<file path="config.mk">
export PLATFORM = sky130hd
export DESIGN_NAME = l2_scrub_ctrl
export DESIGN_NICKNAME = d
export VERILOG_FILES = /design/src/rtl/l2_scrub_pkg.sv /design/src/rtl/l2_scrub_sat_cnt.sv /design/src/rtl/l2_scrub_ctrl.sv
export SDC_FILE = /design/constraint.sdc
export NUM_CORES = 1
export LEC_CHECK = 0
export CAP_MARGIN = 40
export CORE_UTILIZATION = 49
export DETAILED_ROUTE_END_ITERATION = 10
export PLACE_DENSITY = 0.86
export SETUP_SLACK_MARGIN = 0.2
export SYNTH_ARGS = -nofsm -noshare
export SYNTH_HDL_FRONTEND = slang
export SYNTH_SLANG_ARGS = --single-unit
</file>
<file path="constraint.sdc">
create_clock -name clk_i -period 6.1 [get_ports clk_i]
set_clock_uncertainty 0.1 [all_clocks]
set_input_delay 1.525 -clock clk_i [delete_from_list [all_inputs] [get_ports clk_i]]
set_output_delay 1.525 -clock clk_i [all_outputs]
set_load 0.01 [all_outputs]
</file>
<file path="src/rtl/l2_scrub_pkg.sv">
// Shared types and default parameters for the L2 background ECC scrubber.
package l2_scrub_pkg;

  localparam int unsigned DefAddrWidth     = 17;
  localparam int unsigned DefDataWidth     = 64;
  localparam int unsigned DefNumWords      = 2**17;
  localparam int unsigned DefIntervalWidth = 16;
  localparam int unsigned DefCntWidth      = 16;

  typedef enum logic [2:0] {
    StIdle,
    StWait,
    StRead,
    StResp,
    StWrite,
    StNext
  } scrub_state_e;

endpackage

</file>
<file path="src/rtl/l2_scrub_sat_cnt.sv">
// Saturating up-counter with a clear that wins over a same-cycle increment.
module l2_scrub_sat_cnt #(
  parameter int unsigned Width = 16
) (
  input  logic             clk_i,
  input  logic             rst_i,
  input  logic             clr_i,
  input  logic             inc_i,
  output logic [Width-1:0] cnt_o
);

  logic [Width-1:0] cnt_q, cnt_d;

  always_comb begin
    cnt_d = cnt_q;
    if (clr_i) begin
      cnt_d = '0;
    end else if (inc_i && (cnt_q != {Width{1'b1}})) begin
      cnt_d = cnt_q + Width'(1);
    end
  end

  always_ff @(posedge clk_i) begin
    if (rst_i) begin
      cnt_q <= '0;
    end else begin
      cnt_q <= cnt_d;
    end
  end

  assign cnt_o = cnt_q;

endmodule

</file>
<file path="src/rtl/l2_scrub_ctrl.sv">
// Background ECC scrubber: walks L2 words, writes back corrected data and
// logs uncorrectable words, always yielding the port to functional traffic.
module l2_scrub_ctrl
  import l2_scrub_pkg::*;
#(
  parameter int unsigned AddrWidth     = DefAddrWidth,
  parameter int unsigned DataWidth     = DefDataWidth,
  parameter int unsigned NumWords      = DefNumWords,
  parameter int unsigned IntervalWidth = DefIntervalWidth,
  parameter int unsigned CntWidth      = DefCntWidth
) (
  input  logic                     clk_i,
  input  logic                     rst_i,
  input  logic                     enable_i,
  input  logic [IntervalWidth-1:0] interval_i,
  input  logic                     clr_cnt_i,
  input  logic                     bus_busy_i,
  output logic                     mem_req_o,
  input  logic                     mem_gnt_i,
  output logic                     mem_we_o,
  output logic [AddrWidth-1:0]     mem_addr_o,
  output logic [DataWidth-1:0]     mem_wdata_o,
  input  logic                     mem_rvalid_i,
  input  logic [DataWidth-1:0]     mem_rdata_i,
  input  logic                     mem_err_single_i,
  input  logic                     mem_err_multi_i,
  output logic [CntWidth-1:0]      corr_cnt_o,
  output logic [CntWidth-1:0]      uncorr_cnt_o,
  output logic [AddrWidth-1:0]     uncorr_addr_o,
  output logic                     sweep_done_o,
  output logic                     busy_o
);

  localparam logic [AddrWidth-1:0] LastAddr = AddrWidth'(NumWords - 1);

  scrub_state_e             state_q, state_d;
  logic [AddrWidth-1:0]     addr_q, addr_d;
  logic [IntervalWidth-1:0] intv_q, intv_d;
  logic [DataWidth-1:0]     wdata_q, wdata_d;
  logic [AddrWidth-1:0]     uaddr_q, uaddr_d;
  logic                     sweep_done_q, sweep_done_d;
  logic                     we_q;
  logic                     busy_q;
  logic                     req_state;
  logic                     accept;
  logic                     corr_inc;
  logic                     uncorr_inc;

  // Request is the only combinational output: functional traffic masks it instantly.
  assign req_state = (state_q == StRead) || (state_q == StWrite);
  assign mem_req_o = req_state & ~bus_busy_i;
  assign accept    = mem_req_o & mem_gnt_i;

  always_comb begin
    state_d      = state_q;
    addr_d       = addr_q;
    intv_d       = intv_q;
    wdata_d      = wdata_q;
    uaddr_d      = uaddr_q;
    sweep_done_d = 1'b0;
    corr_inc     = 1'b0;
    uncorr_inc   = 1'b0;
    unique case (state_q)
      StIdle: begin
        if (enable_i) begin
          state_d = StWait;
          intv_d  = interval_i;
        end
      end
      StWait: begin
        if (!enable_i) begin
          state_d = StIdle;
        end else if (intv_q == '0) begin
          state_d = StRead;
        end else begin
          intv_d = intv_q - IntervalWidth'(1);
        end
      end
      StRead: begin
        if (accept) begin
          state_d = StResp;
        end
      end
      StResp: begin
        // Uncorrectable wins: rewriting data the ECC could not fix would bless it.
        if (mem_rvalid_i) begin
          if (mem_err_multi_i) begin
            uncorr_inc = 1'b1;
            uaddr_d    = addr_q;
            state_d    = StNext;
          end else if (mem_err_single_i) begin
            corr_inc = 1'b1;
            wdata_d  = mem_rdata_i;
            state_d  = StWrite;
          end else begin
            state_d = StNext;
          end
        end
      end
      StWrite: begin
        if (accept) begin
          state_d = StNext;
        end
      end
      StNext: begin
        if (addr_q == LastAddr) begin
          addr_d       = '0;
          sweep_done_d = 1'b1;
        end else begin
          addr_d = addr_q + AddrWidth'(1);
        end
        if (enable_i) begin
          state_d = StWait;
          intv_d  = interval_i;
        end else begin
          state_d = StIdle;
        end
      end
      default: state_d = StIdle;
    endcase
  end

  always_ff @(posedge clk_i) begin
    if (rst_i) begin
      state_q      <= StIdle;
      addr_q       <= '0;
      intv_q       <= '0;
      wdata_q      <= '0;
      uaddr_q      <= '0;
      sweep_done_q <= 1'b0;
      we_q         <= 1'b0;
      busy_q       <= 1'b0;
    end else begin
      state_q      <= state_d;
      addr_q       <= addr_d;
      intv_q       <= intv_d;
      wdata_q      <= wdata_d;
      uaddr_q      <= uaddr_d;
      sweep_done_q <= sweep_done_d;
      we_q         <= (state_d == StWrite);
      busy_q       <= (state_d != StIdle);
    end
  end

  l2_scrub_sat_cnt #(
    .Width (CntWidth)
  ) u_corr_cnt (
    .clk_i (clk_i),
    .rst_i (rst_i),
    .clr_i (clr_cnt_i),
    .inc_i (corr_inc),
    .cnt_o (corr_cnt_o)
  );

  l2_scrub_sat_cnt #(
    .Width (CntWidth)
  ) u_uncorr_cnt (
    .clk_i (clk_i),
    .rst_i (rst_i),
    .clr_i (clr_cnt_i),
    .inc_i (uncorr_inc),
    .cnt_o (uncorr_cnt_o)
  );

  assign mem_we_o      = we_q;
  assign mem_addr_o    = addr_q;
  assign mem_wdata_o   = wdata_q;
  assign uncorr_addr_o = uaddr_q;
  assign sweep_done_o  = sweep_done_q;
  assign busy_o        = busy_q;

  // The interconnect may sample address/direction on any cycle of a pending request.
  a_req_stable : assert property (@(posedge clk_i) disable iff (rst_i)
    (req_state && !accept) |=> ($stable(mem_addr_o) && $stable(mem_we_o)));

  a_we_decode : assert property (@(posedge clk_i) disable iff (rst_i)
    req_state |-> (mem_we_o == (state_q == StWrite)));

endmodule

</file>
-- Word-level counts from Yosys, hierarchy flattened
Cells that the tools add are included.
- bits of input ports: 89
- register bits: 152
- output and inout bits: 134
- bitwise gates (word level): 5
- mux-type cells: 23
- $add $sub $neg: 4
- reduce and logical (&&, ||, !) cells: 13
- equality and inequality tests: 12
- operators by type and width (cell ; count):
    two-way mux 16 bit ; 3
    adder 16 x 1 -> 16 bit (second input constant) ; 2
    inequality test 16 bit (second input constant) ; 2
    one-hot mux 16 bit (2 select lines) ; 1
    two-way mux 3 bit ; 6
    one-hot mux 3 bit (6 select lines) ; 1
    adder 17 x 1 -> 17 bit (second input constant) ; 1
    equality test 17 bit (second input constant) ; 1
    two-way mux 17 bit ; 1
    zero test 16 bit ; 1
    subtractor 16 x 1 -> 16 bit (second input constant) ; 1
    two-way mux 1 bit ; 11
    equality test 3 bit (second input constant) ; 3
    AND reduction 4 bit ; 2
    equality test 3 x 2 -> 1 bit (second input constant) ; 2
    OR reduction 2 bit ; 3
    inequality test 2 bit (second input constant) ; 2
    equality test 3 x 1 -> 1 bit (second input constant) ; 1
    zero test 3 bit ; 1
    inverter 1 bit ; 3
    AND reduction 3 bit ; 1
    nonzero test 3 bit ; 1
    bitwise AND 1 bit ; 2
    logical AND 1 bit ; 2
    other kinds (3) ; 3

-- Depth between registers and ports, before layout
- depth after elaboration: 7
- mapped depth: 10
- mapped depth without buffers: 8

-- Modules after synthesis
Synthesis repeated with hierarchy kept, for this count alone.
- cells, all modules: 821
- area, all modules: 6646.4 µm²
- modules (own cells, without submodules) (module ; cells an instance ; sequential area each (µm²) ; instances ; area each (µm²)):
    l2_scrub_ctrl ; 617 ; 2402.3 ; 1 ; 4812.1
    l2_scrub_sat_cnt ; 102 ; 320.3 ; 2 ; 917.1

-- Least setup slack after synthesis
Ideal clock, no wire load.
- kind: in2out
- start point: input port bus_busy_i
- end point: output port mem_req_o
- arrival time: 1862 ps
- path slack: 2613 ps
- path buffers: 0
- stages on the path: 1
- cell sequence: nor3_1
- longest elaborated chain between the ends: 2
- RTL lines (what ; line ; RTL):
    start: declaration ; l2_scrub_ctrl.sv:17 ; input logic bus_busy_i,
    inverter 1 bit ; l2_scrub_ctrl.sv:51 ; assign mem_req_o = req_state & ~bus_busy_i;
    bitwise AND 1 bit ; l2_scrub_ctrl.sv:51 ;
    end: declaration ; l2_scrub_ctrl.sv:18 ; output logic mem_req_o,
Every way passes these cells.

-- Final worst setup path
Ends and elaborated chain as after synthesis.

==> impl_metrics.json <==
{
  "cts_tree": "done",
  "ant_nets": 0,
  "rsz0062_at_grt": "false",
  "finalPower_mw": 2.36,
  "drive_gt1_frac": 0.0560,
  "wl_mm": 17.7,
  "fmax_mhz": 228,
  "synth_edf_count": 0,
  "final_max_slew_viol_count": 0,
  "finalSetupTns_ps": 0,
  "synth_top_family_by_area": "simple AND/OR/NAND/NOR gates",
  "powerDensity_nw_per_um2": 251,
  "timing.rr.end": "u_uncorr_cnt.cnt_o[5]$_SDFFE_PP0P_",
  "root_buffer": "clkbuf_16",
  "clockBufferDepth": 2,
  "worstSetupPathType": "in2out",
  "die-area_um2": 13700,
  "track_usage": 0.246,
  "grt_antenna_before_repair": 0,
  "area_delta_synth_final_pct": 44.6,
  "crit_chain": "clkdlybuf4s50_1, nor3_1, clkdlybuf4s50_1",
  "antenna_cells": 0,
  "ys_seq_elements": 152,
  "grt_start_max_net_pins": 66,
  "cp_slowest_cell": "clkdlybuf4s50_1",
  "vdd_drop_max_mv": 0.148,
  "crit_top_cell": "clkdlybuf4s50_1",
  "netlist_area_um2": 6480,
  "portBuffers": 222,
  "yosys_most_used_dff": "dfxtp_1",
  "min_path_type": "reg2reg",
  "syn_nets": 905,
  "startpoint": "bus_busy_i",
  "clkSlewWorstSetupHoldPaths_ps": 50,
  "layout_min_cycle_time_ps": 4380,
  "status": "completed",
  "pwr-share-comb": 0.097,
  "ioPinCount": 223,
  "finalHoldViolCount": 0,
  "crit_path_end_kind": "output port",
  "grt_pass1_wl_mm": 26.2,
  "seqPwrFrac": 0.437,
  "overflow": 0,
  "p_sw_frac": 0.224,
  "critPathLaunchType": "input port",
  "cp_max_fo": 2,
  "p_int_mw": 1.83,
  "cts_hold_buf": 0,
  "synthMuxAreaShare": 0.0114,
  "synth_xor_area_frac": 0.0554,
  "drtPass1Iterations": 5,
  "async_flop_share": 0,
  "synth_compound_area_frac": 0.146,
  "synth_fa_ha_area_frac": 0.00965,
  "gp_congestion": 0.821,
  "rows": 41,
  "maxCapViolations": 0,
  "r2r.worst_path.cells": 5,
  "drt_iter0_drc": 364,
  "drc": 0,
  "numCtsBuffers": 17,
  "via_per_inst": 5.33,
  "slew-limit-headroom": 0.464,
  "synth-simple-area-share": 0.267,
  "crit_arrival_ps": 2760,
  "grt_pass1_vias": 5438,
  "mostFrequentLayoutCells": "221 x clkdlybuf4s50_1, 192 x nand2_1, 152 x dfxtp_1",
  "vias": 6340,
  "fillers": 945,
  "coreArea_um2": 12800,
  "start_util": 0.508,
  "die_h_um": 117,
  "clockPowerShare": 0.466,
  "post_cts_resized": 0,
  "clkSinkCount": 152,
  "hpwl_mm": 12.0,
  "synth_warnings": 0,
  "power.switching_uw": 528,
  "avgSynthCellArea_um2": 8.00,
  "clkLatencyLatePin_ps": 420,
  "syn_inst": 811,
  "post_cts_buffers": 0,
  "cp.required_ps": 4470,
  "post_synth_num_cell_types": 50,
  "final_common_cell": "clkdlybuf4s50_1",
  "r2r_start": "state_q[1]$_SDFF_PP0_",
  "critical-path-max-stage-delay_ps": 590,
  "cp-endpoint": "mem_req_o",
  "ys_seq_area_frac": 0.469,
  "p_leak_nw": 3.11,
  "die_x_um": 117,
  "layout.nets": 1100,
  "ff2ff_setup_slack_ps": 3530,
  "tightest_slew_ps": 798,
  "finalCritPeriodShare": 0.719,
  "setup_violations": 0,
  "cts_max_level": 4,
  "wl_per_cell_um": 14.9
}
registers in the layout, summed over array words and instances, names as in the netlist, 3 cells and up:
signal and count:
state_q 3, u_uncorr_cnt.cnt_o 16, mem_addr_o 17, uncorr_addr_o 17, u_corr_cnt.cnt_o 16, intv_q 16, mem_wdata_o 64
stage by stage:
step | instance area [um2] | util | hold slack, ps | cells | setup slack [ps]
detailed placement | 8760 | 0.686 | 346 | 1159 | 1740
finish | 9380 | 0.734 | 353 | 1189 | 1720
global placement | 8750 | 0.685 | 341 | 1158 | 1760
floorplan | 6480 | - | 349 | 811 | 2610
CTS | 9380 | 0.734 | 353 | 1189 | 1730
global route | 9380 | 0.734 | 362 | 1189 | 1660
power groups by stage:
stage	clock network, mW	registers [mW]	logic [mW]
after floorplan	0	1.04	0.137
after global placement	0	1.05	0.217
after detailed placement	0	1.05	0.222
after CTS	1.11	1.03	0.227
after global routing	1.15	1.03	0.248
final	1.10	1.03	0.229
kinds of logic after synthesis:
kind of cell | Yosys count
AO/OA/AOI/OAI | 169
XOR/XNOR | 41
adder cells (fa/ha/maj) | 5
buffers and inverters | 66
flip-flops | 152
multiplexers | 7
AND/OR/NAND/NOR | 371
synth_stat cells, drive strengths merged (4+ instances only):
master | instances | area (um2)
o211ai | 5 | 37.5
nor2 | 63 | 236
o21ai | 26 | 134
a211oi | 8 | 60.1
or4 | 5 | 48.8
nand3 | 17 | 85.1
and3 | 6 | 37.5
clkbuf | 31 | 116
ha | 5 | 62.6
or3 | 7 | 43.8
nand4 | 16 | 100
xnor2 | 28 | 245
a21oi | 111 | 559
nor3 | 17 | 95.1
inv | 14 | 52.6
nor4 | 15 | 106
a21o | 7 | 52.6
xor2 | 13 | 114
or2 | 4 | 25.0
dfxtp | 152 | 3040
nand2 | 193 | 724
and2 | 8 | 50.1
mux2i | 4 | 40.0
buf | 21 | 104
critical path: cells and delay by family:
kind / cells / cell delay, ps
buffers and inverters: 2 / 1000
AND/OR/NAND/NOR: 1 / 240
routing by layer:
metal  track usage  routed length (um)  up-vias
met2         0.430                8770      247
met4         0.101                 300        0
met3        0.0556                1280       26
li1              -                   -     3146
met5             0                   0        -
met1         0.291                7320     2921
worst min path at each step:
stage | from | end | slack (ps) | depth (start not counted)
2_1_floorplan | intv_q[6]$_SDFFE_PP0P_ | intv_q[6]$_SDFFE_PP0P_ | 350 | 2
3_5_place_dp | uncorr_addr_o[14]$_SDFFE_PP0P_ | uncorr_addr_o[14]$_SDFFE_PP0P_ | 350 | 2
4_1_cts | mem_wdata_o[24]$_SDFFE_PP0P_ | mem_wdata_o[24]$_SDFFE_PP0P_ | 350 | 2
5_1_grt | mem_wdata_o[49]$_SDFFE_PP0P_ | mem_wdata_o[49]$_SDFFE_PP0P_ | 360 | 2
6_report | mem_wdata_o[2]$_SDFFE_PP0P_ | mem_wdata_o[2]$_SDFFE_PP0P_ | 350 | 2
3_3_place_gp | mem_wdata_o[2]$_SDFFE_PP0P_ | mem_wdata_o[2]$_SDFFE_PP0P_ | 340 | 2
final cells by class:
class	count	area (um2)	area share
inverter	14	52.6	0.00560
sequential	152	3040	0.325
tap	172	215	0.0230
clock inverter	9	148	0.0157
clock buffer	21	470	0.0502
timing repair buffer	228	2270	0.242
multi-input combinational	593	3180	0.339
No activity file was read; power rests on OpenSTA's default activity.
